### src/rtl/serial_word_receiver_pkg.sv
// Shared types and constants for the serial word receiver.
package serial_word_receiver_pkg;

  // Receiver framing state. SHIFT means a frame is in progress.
  typedef enum logic {
    RX_IDLE  = 1'b0,
    RX_SHIFT = 1'b1
  } rx_state_t;

  // Bit order codes. The order is latched from lsb_first at frame start.
  localparam logic RX_ORDER_MSB = 1'b0;
  localparam logic RX_ORDER_LSB = 1'b1;

endpackage

### src/rtl/serial_word_receiver_if.sv
// Bus interface between the serial source, the receiver and the word consumer.
//
// Handshake: word_out is offered while word_valid=1. A word is transferred on
// the rising clk edge where word_valid=1 and word_ready=1. While word_valid=1
// and word_ready=0, word_out holds its value. The serial side has no ready:
// every sin_valid=1 cycle delivers one bit.
interface serial_word_receiver_if
  import serial_word_receiver_pkg::*;
#(
  parameter int WIDTH = 4
);
  logic             sin;
  logic             sin_valid;
  logic             frame_start;
  logic             lsb_first;
  logic [WIDTH-1:0] word_out;
  logic             word_valid;
  logic             word_ready;
  logic             overrun;
  logic             overrun_clr;
  logic             busy;
  rx_state_t        dbg_state;

  // Receiver side.
  modport slave (
    input  sin, sin_valid, frame_start, lsb_first, word_ready, overrun_clr,
    output word_out, word_valid, overrun, busy, dbg_state
  );

  // Source and consumer side.
  modport master (
    output sin, sin_valid, frame_start, lsb_first, word_ready, overrun_clr,
    input  word_out, word_valid, overrun, busy, dbg_state
  );
endinterface

### src/rtl/serial_word_receiver_rx_output_slot.sv
// One-entry valid/ready holding register. A new word loads when the slot is
// empty or is being emptied on the same edge; otherwise it is dropped and the
// sticky overrun flag is raised.
module rx_output_slot #(
  parameter int WIDTH = 4
) (
  input  logic             clk,
  input  logic             reset,
  input  logic             i_load,
  input  logic [WIDTH-1:0] i_word,
  input  logic             i_ready,
  input  logic             i_ovr_clr,
  output logic [WIDTH-1:0] o_word,
  output logic             o_valid,
  output logic             o_overrun
);

  logic [WIDTH-1:0] r_word;
  logic             r_valid;
  logic             r_overrun;
  logic             w_accept;
  logic             w_can_load;

  assign w_accept   = r_valid & i_ready;
  assign w_can_load = ~r_valid | i_ready;

  // Holding register: load wins over acceptance so back-to-back words keep valid high.
  always_ff @(posedge clk or posedge reset) begin
    if (reset) begin
      r_word  <= '0;
      r_valid <= 1'b0;
    end else if (i_load && w_can_load) begin
      r_word  <= i_word;
      r_valid <= 1'b1;
    end else if (w_accept) begin
      r_valid <= 1'b0;
    end
  end

  // Sticky overrun: a drop sets it, clear only takes effect without a drop.
  always_ff @(posedge clk or posedge reset) begin
    if (reset) begin
      r_overrun <= 1'b0;
    end else if (i_load && !w_can_load) begin
      r_overrun <= 1'b1;
    end else if (i_ovr_clr) begin
      r_overrun <= 1'b0;
    end
  end

  assign o_word    = r_word;
  assign o_valid   = r_valid;
  assign o_overrun = r_overrun;

endmodule

### src/rtl/serial_word_receiver.sv
// Serial-to-parallel receiver: framing FSM, bit counter and shift register,
// feeding a one-entry output slot.
module serial_word_receiver
  import serial_word_receiver_pkg::*;
#(
  parameter int WIDTH = 4
) (
  input logic                   clk,
  input logic                   reset,
  serial_word_receiver_if.slave bus
);

  localparam int CW = $clog2(WIDTH) + 1;

  rx_state_t        r_state, w_state_next;
  logic [WIDTH-1:0] r_sr, w_sr_next;
  logic [CW-1:0]    r_cnt, w_cnt_next;
  logic             r_order, w_order_next;

  logic             w_start;
  logic             w_order_eff;
  logic [WIDTH-1:0] w_base;
  logic [WIDTH-1:0] w_shift;
  logic             w_complete;

  // A frame start restarts from an empty register with the freshly sampled order.
  assign w_start     = bus.sin_valid & bus.frame_start;
  assign w_order_eff = w_start ? bus.lsb_first : r_order;
  assign w_base      = w_start ? '0 : r_sr;
  assign w_shift     = (w_order_eff == RX_ORDER_LSB) ? {bus.sin, w_base[WIDTH-1:1]}
                                                     : {w_base[WIDTH-2:0], bus.sin};
  // Frame start has priority: an aborted frame never completes.
  assign w_complete  = (r_state == RX_SHIFT) & bus.sin_valid & ~bus.frame_start &
                       (r_cnt == CW'(WIDTH - 1));

  // State, shift register, counter and order register.
  always_ff @(posedge clk or posedge reset) begin
    if (reset) begin
      r_state <= RX_IDLE;
      r_sr    <= '0;
      r_cnt   <= '0;
      r_order <= RX_ORDER_MSB;
    end else begin
      r_state <= w_state_next;
      r_sr    <= w_sr_next;
      r_cnt   <= w_cnt_next;
      r_order <= w_order_next;
    end
  end

  // Next-state logic: gaps (sin_valid=0) hold everything.
  always_comb begin
    w_state_next = r_state;
    w_sr_next    = r_sr;
    w_cnt_next   = r_cnt;
    w_order_next = r_order;
    if (w_start) begin
      w_state_next = RX_SHIFT;
      w_sr_next    = w_shift;
      w_cnt_next   = CW'(1);
      w_order_next = bus.lsb_first;
    end else if (r_state == RX_SHIFT && bus.sin_valid) begin
      w_sr_next = w_shift;
      if (w_complete) begin
        w_state_next = RX_IDLE;
        w_cnt_next   = '0;
      end else begin
        w_cnt_next = r_cnt + CW'(1);
      end
    end
  end

  rx_output_slot #(.WIDTH(WIDTH)) u_slot (
    .clk       (clk),
    .reset     (reset),
    .i_load    (w_complete),
    .i_word    (w_shift),
    .i_ready   (bus.word_ready),
    .i_ovr_clr (bus.overrun_clr),
    .o_word    (bus.word_out),
    .o_valid   (bus.word_valid),
    .o_overrun (bus.overrun)
  );

  assign bus.busy      = (r_state == RX_SHIFT);
  assign bus.dbg_state = r_state;

endmodule

### src/flat_wrapper.sv
// flat-port wrapper written by rule: the top's interface ports become plain ports
module serial_word_receiver_flat import serial_word_receiver_pkg::*;
#(
  parameter int WIDTH = 4
)
  (clk, reset, bus_sin, bus_sin_valid, bus_frame_start, bus_lsb_first, bus_word_ready, bus_overrun_clr, bus_word_out, bus_word_valid, bus_overrun, bus_busy, bus_dbg_state);
  serial_word_receiver_if #(.WIDTH(WIDTH)) bus_i ();
  input logic clk;
  input logic reset;
  input wire logic [$bits(bus_i.sin)-1:0] bus_sin;
  input wire logic [$bits(bus_i.sin_valid)-1:0] bus_sin_valid;
  input wire logic [$bits(bus_i.frame_start)-1:0] bus_frame_start;
  input wire logic [$bits(bus_i.lsb_first)-1:0] bus_lsb_first;
  input wire logic [$bits(bus_i.word_ready)-1:0] bus_word_ready;
  input wire logic [$bits(bus_i.overrun_clr)-1:0] bus_overrun_clr;
  output wire logic [$bits(bus_i.word_out)-1:0] bus_word_out;
  output wire logic [$bits(bus_i.word_valid)-1:0] bus_word_valid;
  output wire logic [$bits(bus_i.overrun)-1:0] bus_overrun;
  output wire logic [$bits(bus_i.busy)-1:0] bus_busy;
  output wire logic [$bits(bus_i.dbg_state)-1:0] bus_dbg_state;
  assign bus_i.sin = bus_sin;
  assign bus_i.sin_valid = bus_sin_valid;
  assign bus_i.frame_start = bus_frame_start;
  assign bus_i.lsb_first = bus_lsb_first;
  assign bus_i.word_ready = bus_word_ready;
  assign bus_i.overrun_clr = bus_overrun_clr;
  assign bus_word_out = bus_i.word_out;
  assign bus_word_valid = bus_i.word_valid;
  assign bus_overrun = bus_i.overrun;
  assign bus_busy = bus_i.busy;
  assign bus_dbg_state = bus_i.dbg_state;
  serial_word_receiver #(.WIDTH(WIDTH)) u_core (.clk(clk), .reset(reset), .bus(bus_i));
endmodule
### config.mk
export PLATFORM = sky130hd
export DESIGN_NAME = serial_word_receiver_flat
export DESIGN_NICKNAME = d
export VERILOG_FILES = /design/src/rtl/serial_word_receiver_pkg.sv /design/src/rtl/serial_word_receiver_if.sv /design/src/rtl/serial_word_receiver_rx_output_slot.sv /design/src/rtl/serial_word_receiver.sv /design/src/flat_wrapper.sv
export SDC_FILE = /design/constraint.sdc
export NUM_CORES = 1
export LEC_CHECK = 0
export ABC_AREA = 1
export BUFFER_PORTS_ARGS = -buffer_cell sky130_fd_sc_hd__buf_2
export CORE_MARGIN = 8
export CORE_UTILIZATION = 50
export DETAILED_ROUTE_END_ITERATION = 12
export GPL_TIMING_DRIVEN = 0
export PLACE_DENSITY = 0.83
export SLEW_MARGIN = 5
export SYNTH_ARGS = -nofsm -noshare
export SYNTH_HDL_FRONTEND = slang
export SYNTH_SLANG_ARGS = --single-unit
### constraint.sdc
create_clock -name clk -period 1.4 [get_ports clk]
set_clock_uncertainty 0.1 [all_clocks]
set_input_delay 0.14 -clock clk [delete_from_list [all_inputs] [get_ports clk]]
set_output_delay 0.14 -clock clk [all_outputs]
set_load 0.01 [all_outputs]
==> reports/qor.yml <==
floorplanning:
  coreArea_um2: 1300
  dieWidth_um: 53.3
  io_pins: 16
  start_util: 0.535
  die_y_um: 53.3
  die-area_um2: 2840
  rows: 13
detailed_routing:
  wl_um: 1390
  vias_per_cell: 4.75
  drc_errors: 0
  drtIter0Drc: 19
  dr.pass1.iters: 4
  drtAntennaViolNets: 0
  routedWlPerCell_um: 11.6
  via_count: 565
yosys:
  synthXorXnorAreaFrac: 0
  synth_simple_gate_area_frac: 0.308
  yosysWarnings: 0
  synthCells: 82
  synth_compound_gate_area_share: 0.0737
  yosysSeqAreaShare: 0.540
  syn_nets: 91
  synth.top_cell.area_share: 0.540
  synth_cell_types: 17
  synth_area_leaders: "dfrtp_1 54%, nand2_1 18%, inv_1 4.3%"
  synth.mux.area_fraction: 0
  synth_top_cell_by_area: "dfrtp_1"
  synth_top_family_by_area: "simple AND/OR/NAND/NOR gates"
  yosys.area_share.adder: 0.0180
  avgSynthCellArea_um2: 8.48
  synth_seq_cells: 15
  synth_area_um2: 696
finish:
  nFillCells: 124
  area_growth_pct: 22.1
  final_area_um2: 850
  drive_above_1_share: 0.279
  nets: 114
  fin_util: 0.653
  antenna_cells: 0
place:
  hpwl_um: 1050
  pre_cts_slack_ps: -0.677
  io_buffers: 15
  postPlaceCellArea_um2: 790
  gp_congestion: 0.823
clock_tree:
  numCtsBuffers: 3
  clock-root-buffer: "clkbuf_4"
  htreeDepth: 1
  clkTransAtPathRegs_ps: 90
  postCtsSetupRepairBufs: 0
  max-clock-path-buffers: 2
  clkSinkCount: 15
  insertion_delay_ps: 290
  cts_tree: "done"
timing:
  setup_viol: 0
  tns_ps: 0
  post-route-min-period_ps: 1310
  slew_headroom: 0.629
  rsz0062_at_grt: "no"
  worst_slack_ps: 85.7
  hold_violations: 0
  timing.final.crit_share: 0.939
  slew_violations: 0
  fmax_mhz: 761
  worstMarginPinSlew_ps: 556
pwr:
  p_leak_nw: 0.455
  power_density_nw_per_um2: 1340
  fin_total_pwr_mw: 1.14
  ir_drop_mv: 0.753
worst_setup_path:
  max_stage_delay_ps: 380
  startpoint_type: "register"
  crit_chain: "ha_1, inv_1, nor2_2, nand2_1, nand2_1, nand3_1"
  cp_data_required_time_ps: 1470
  worstSetupPathType: "reg -> reg"
  cp_common_cell: "nand2_1"
  worstPathArrival_ps: 1380
  crit_path_end_kind: "register"
  cp_max_fo: 4
  critPathSlowestCell: "dfrtp_1"
  reg2reg_slack_ps: 90
hold_path:
  hold_class: "in -> reg"
run_status:
  outcome: "complete, no violations"
grt:
  grt_overflow_total: 0
  grt_max_degree: 16
  grt_pass1_wl_um: 2350
  antenna_found_initial: 0
  grt_usage: 0.110
  grt_pass1_vias: 555
job:
  max_cap_viol_count: 0
==> state kept, by name, indices dropped and copies added, names as in the netlist <==
name,cells
u_core.r_sr,4
u_core.u_slot.o_word,4
u_core.r_cnt,3
u_core.bus.busy,1
u_core.r_order,1
u_core.u_slot.o_overrun,1
u_core.u_slot.o_valid,1
==> cells by family after synthesis <==
logic type / Yosys count
compound gates: 9
fa+ha+maj: 1
buf+inv: 10
flops: 15
simple gates: 47
==> timing repair <==
| action | 4_1_cts | 5_1_grt |
|---|---|---|
| setup endpoints to repair | 1 | 2 |
| resized for setup | 1 | 1 |
| hold endpoints to repair | 17 | 0 |
| hold buffers | 3 | 0 |
==> critical path, delay by kind of cell (launching register included) <==
kind / cells / cell delay (ps)
AND/OR/NAND/NOR: 4 / 470
flip-flops: 1 / 380
adder cells (fa/ha/maj): 1 / 180
buffers and inverters: 1 / 50
==> final timing paths <==
path                                                     start                             endpoint  cells after the start
setup / recovery                   u_core.r_cnt[0]$_DFFE_PP0P_          u_core.r_cnt[0]$_DFFE_PP0P_                      6
hold reg to reg            u_core.u_slot.o_word[0]$_DFFE_PP0P_  u_core.u_slot.o_word[0]$_DFFE_PP0P_                      2
hold / removal                                   bus_lsb_first             u_core.r_order$_DFF_PP0_                      3
min in group asynchronous                                reset  u_core.u_slot.o_word[3]$_DFFE_PP0P_                      3
max in group asynchronous                                reset             u_core.r_order$_DFF_PP0_                      3
setup reg to reg                   u_core.r_cnt[0]$_DFFE_PP0P_          u_core.r_cnt[0]$_DFFE_PP0P_                      6
==> metal layers <==
layer | up-vias | part of all wire | track usage
met5 | - | 0 | 0
met4 | 0 | 0.015 | 0.0378
met3 | 3 | 0.062 | 0.0252
met2 | 16 | 0.46 | 0.180
met1 | 245 | 0.46 | 0.138
li1 | 301 | - | -
==> cell type report <==
type | instances | area [um^2] | share of cell area
timing repair buffer | 18 | 105 | 0.124
buffer | 1 | 7.51 | 0.00884
sequential | 15 | 375 | 0.442
clock buffer | 3 | 22.5 | 0.0265
multi-input combinational | 57 | 280 | 0.330
tap | 15 | 18.8 | 0.0221
clock inverter | 1 | 5.00 | 0.00589
inverter | 9 | 35.0 | 0.0412
==> synthesized netlist by cell type, drive strengths merged <==
cell and instances:
buf 1, nand3 5, dfrtp 15, o21ai 7, nand2 37, inv 8
clkinv 1, nand3b 1, nor2 4, a31oi 1, ha 1, o22ai 1
==> where the power goes <==
group	internal [mW]	leakage, nW	total, mW	switching [mW]
sequential	0.522	0.194	0.580	0.0581
clock	0.106	0.0177	0.249	0.143
combinational	0.127	0.242	0.306	0.179
==> cells in the final DEF (no fill, tap or decap), types with 2 or more instances in the layout <==
| cell | Yosys | final |
|---|---|---|
| buf_2 | 0 | 15 |
| clkbuf_4 | 0 | 3 |
| clkinv_2 | 1 | 2 |
| dfrtp_1 | 15 | 15 |
| dlygate4sd3_1 | 0 | 3 |
| inv_1 | 8 | 7 |
| nand2_1 | 34 | 34 |
| nand2_2 | 3 | 3 |
| nand3_1 | 4 | 4 |
| nor2_1 | 3 | 2 |
| o21ai_0 | 4 | 4 |
| o21ai_1 | 2 | 2 |
==> metrics by stage <==
step	hold WS [ps]	instances
after floorplan	-58.5	82
after global placement	113	112
after detailed placement	115	112
after CTS	51.0	119
after global routing	87.0	119
final	46.9	119
Power figures use the tool's default switching activity.
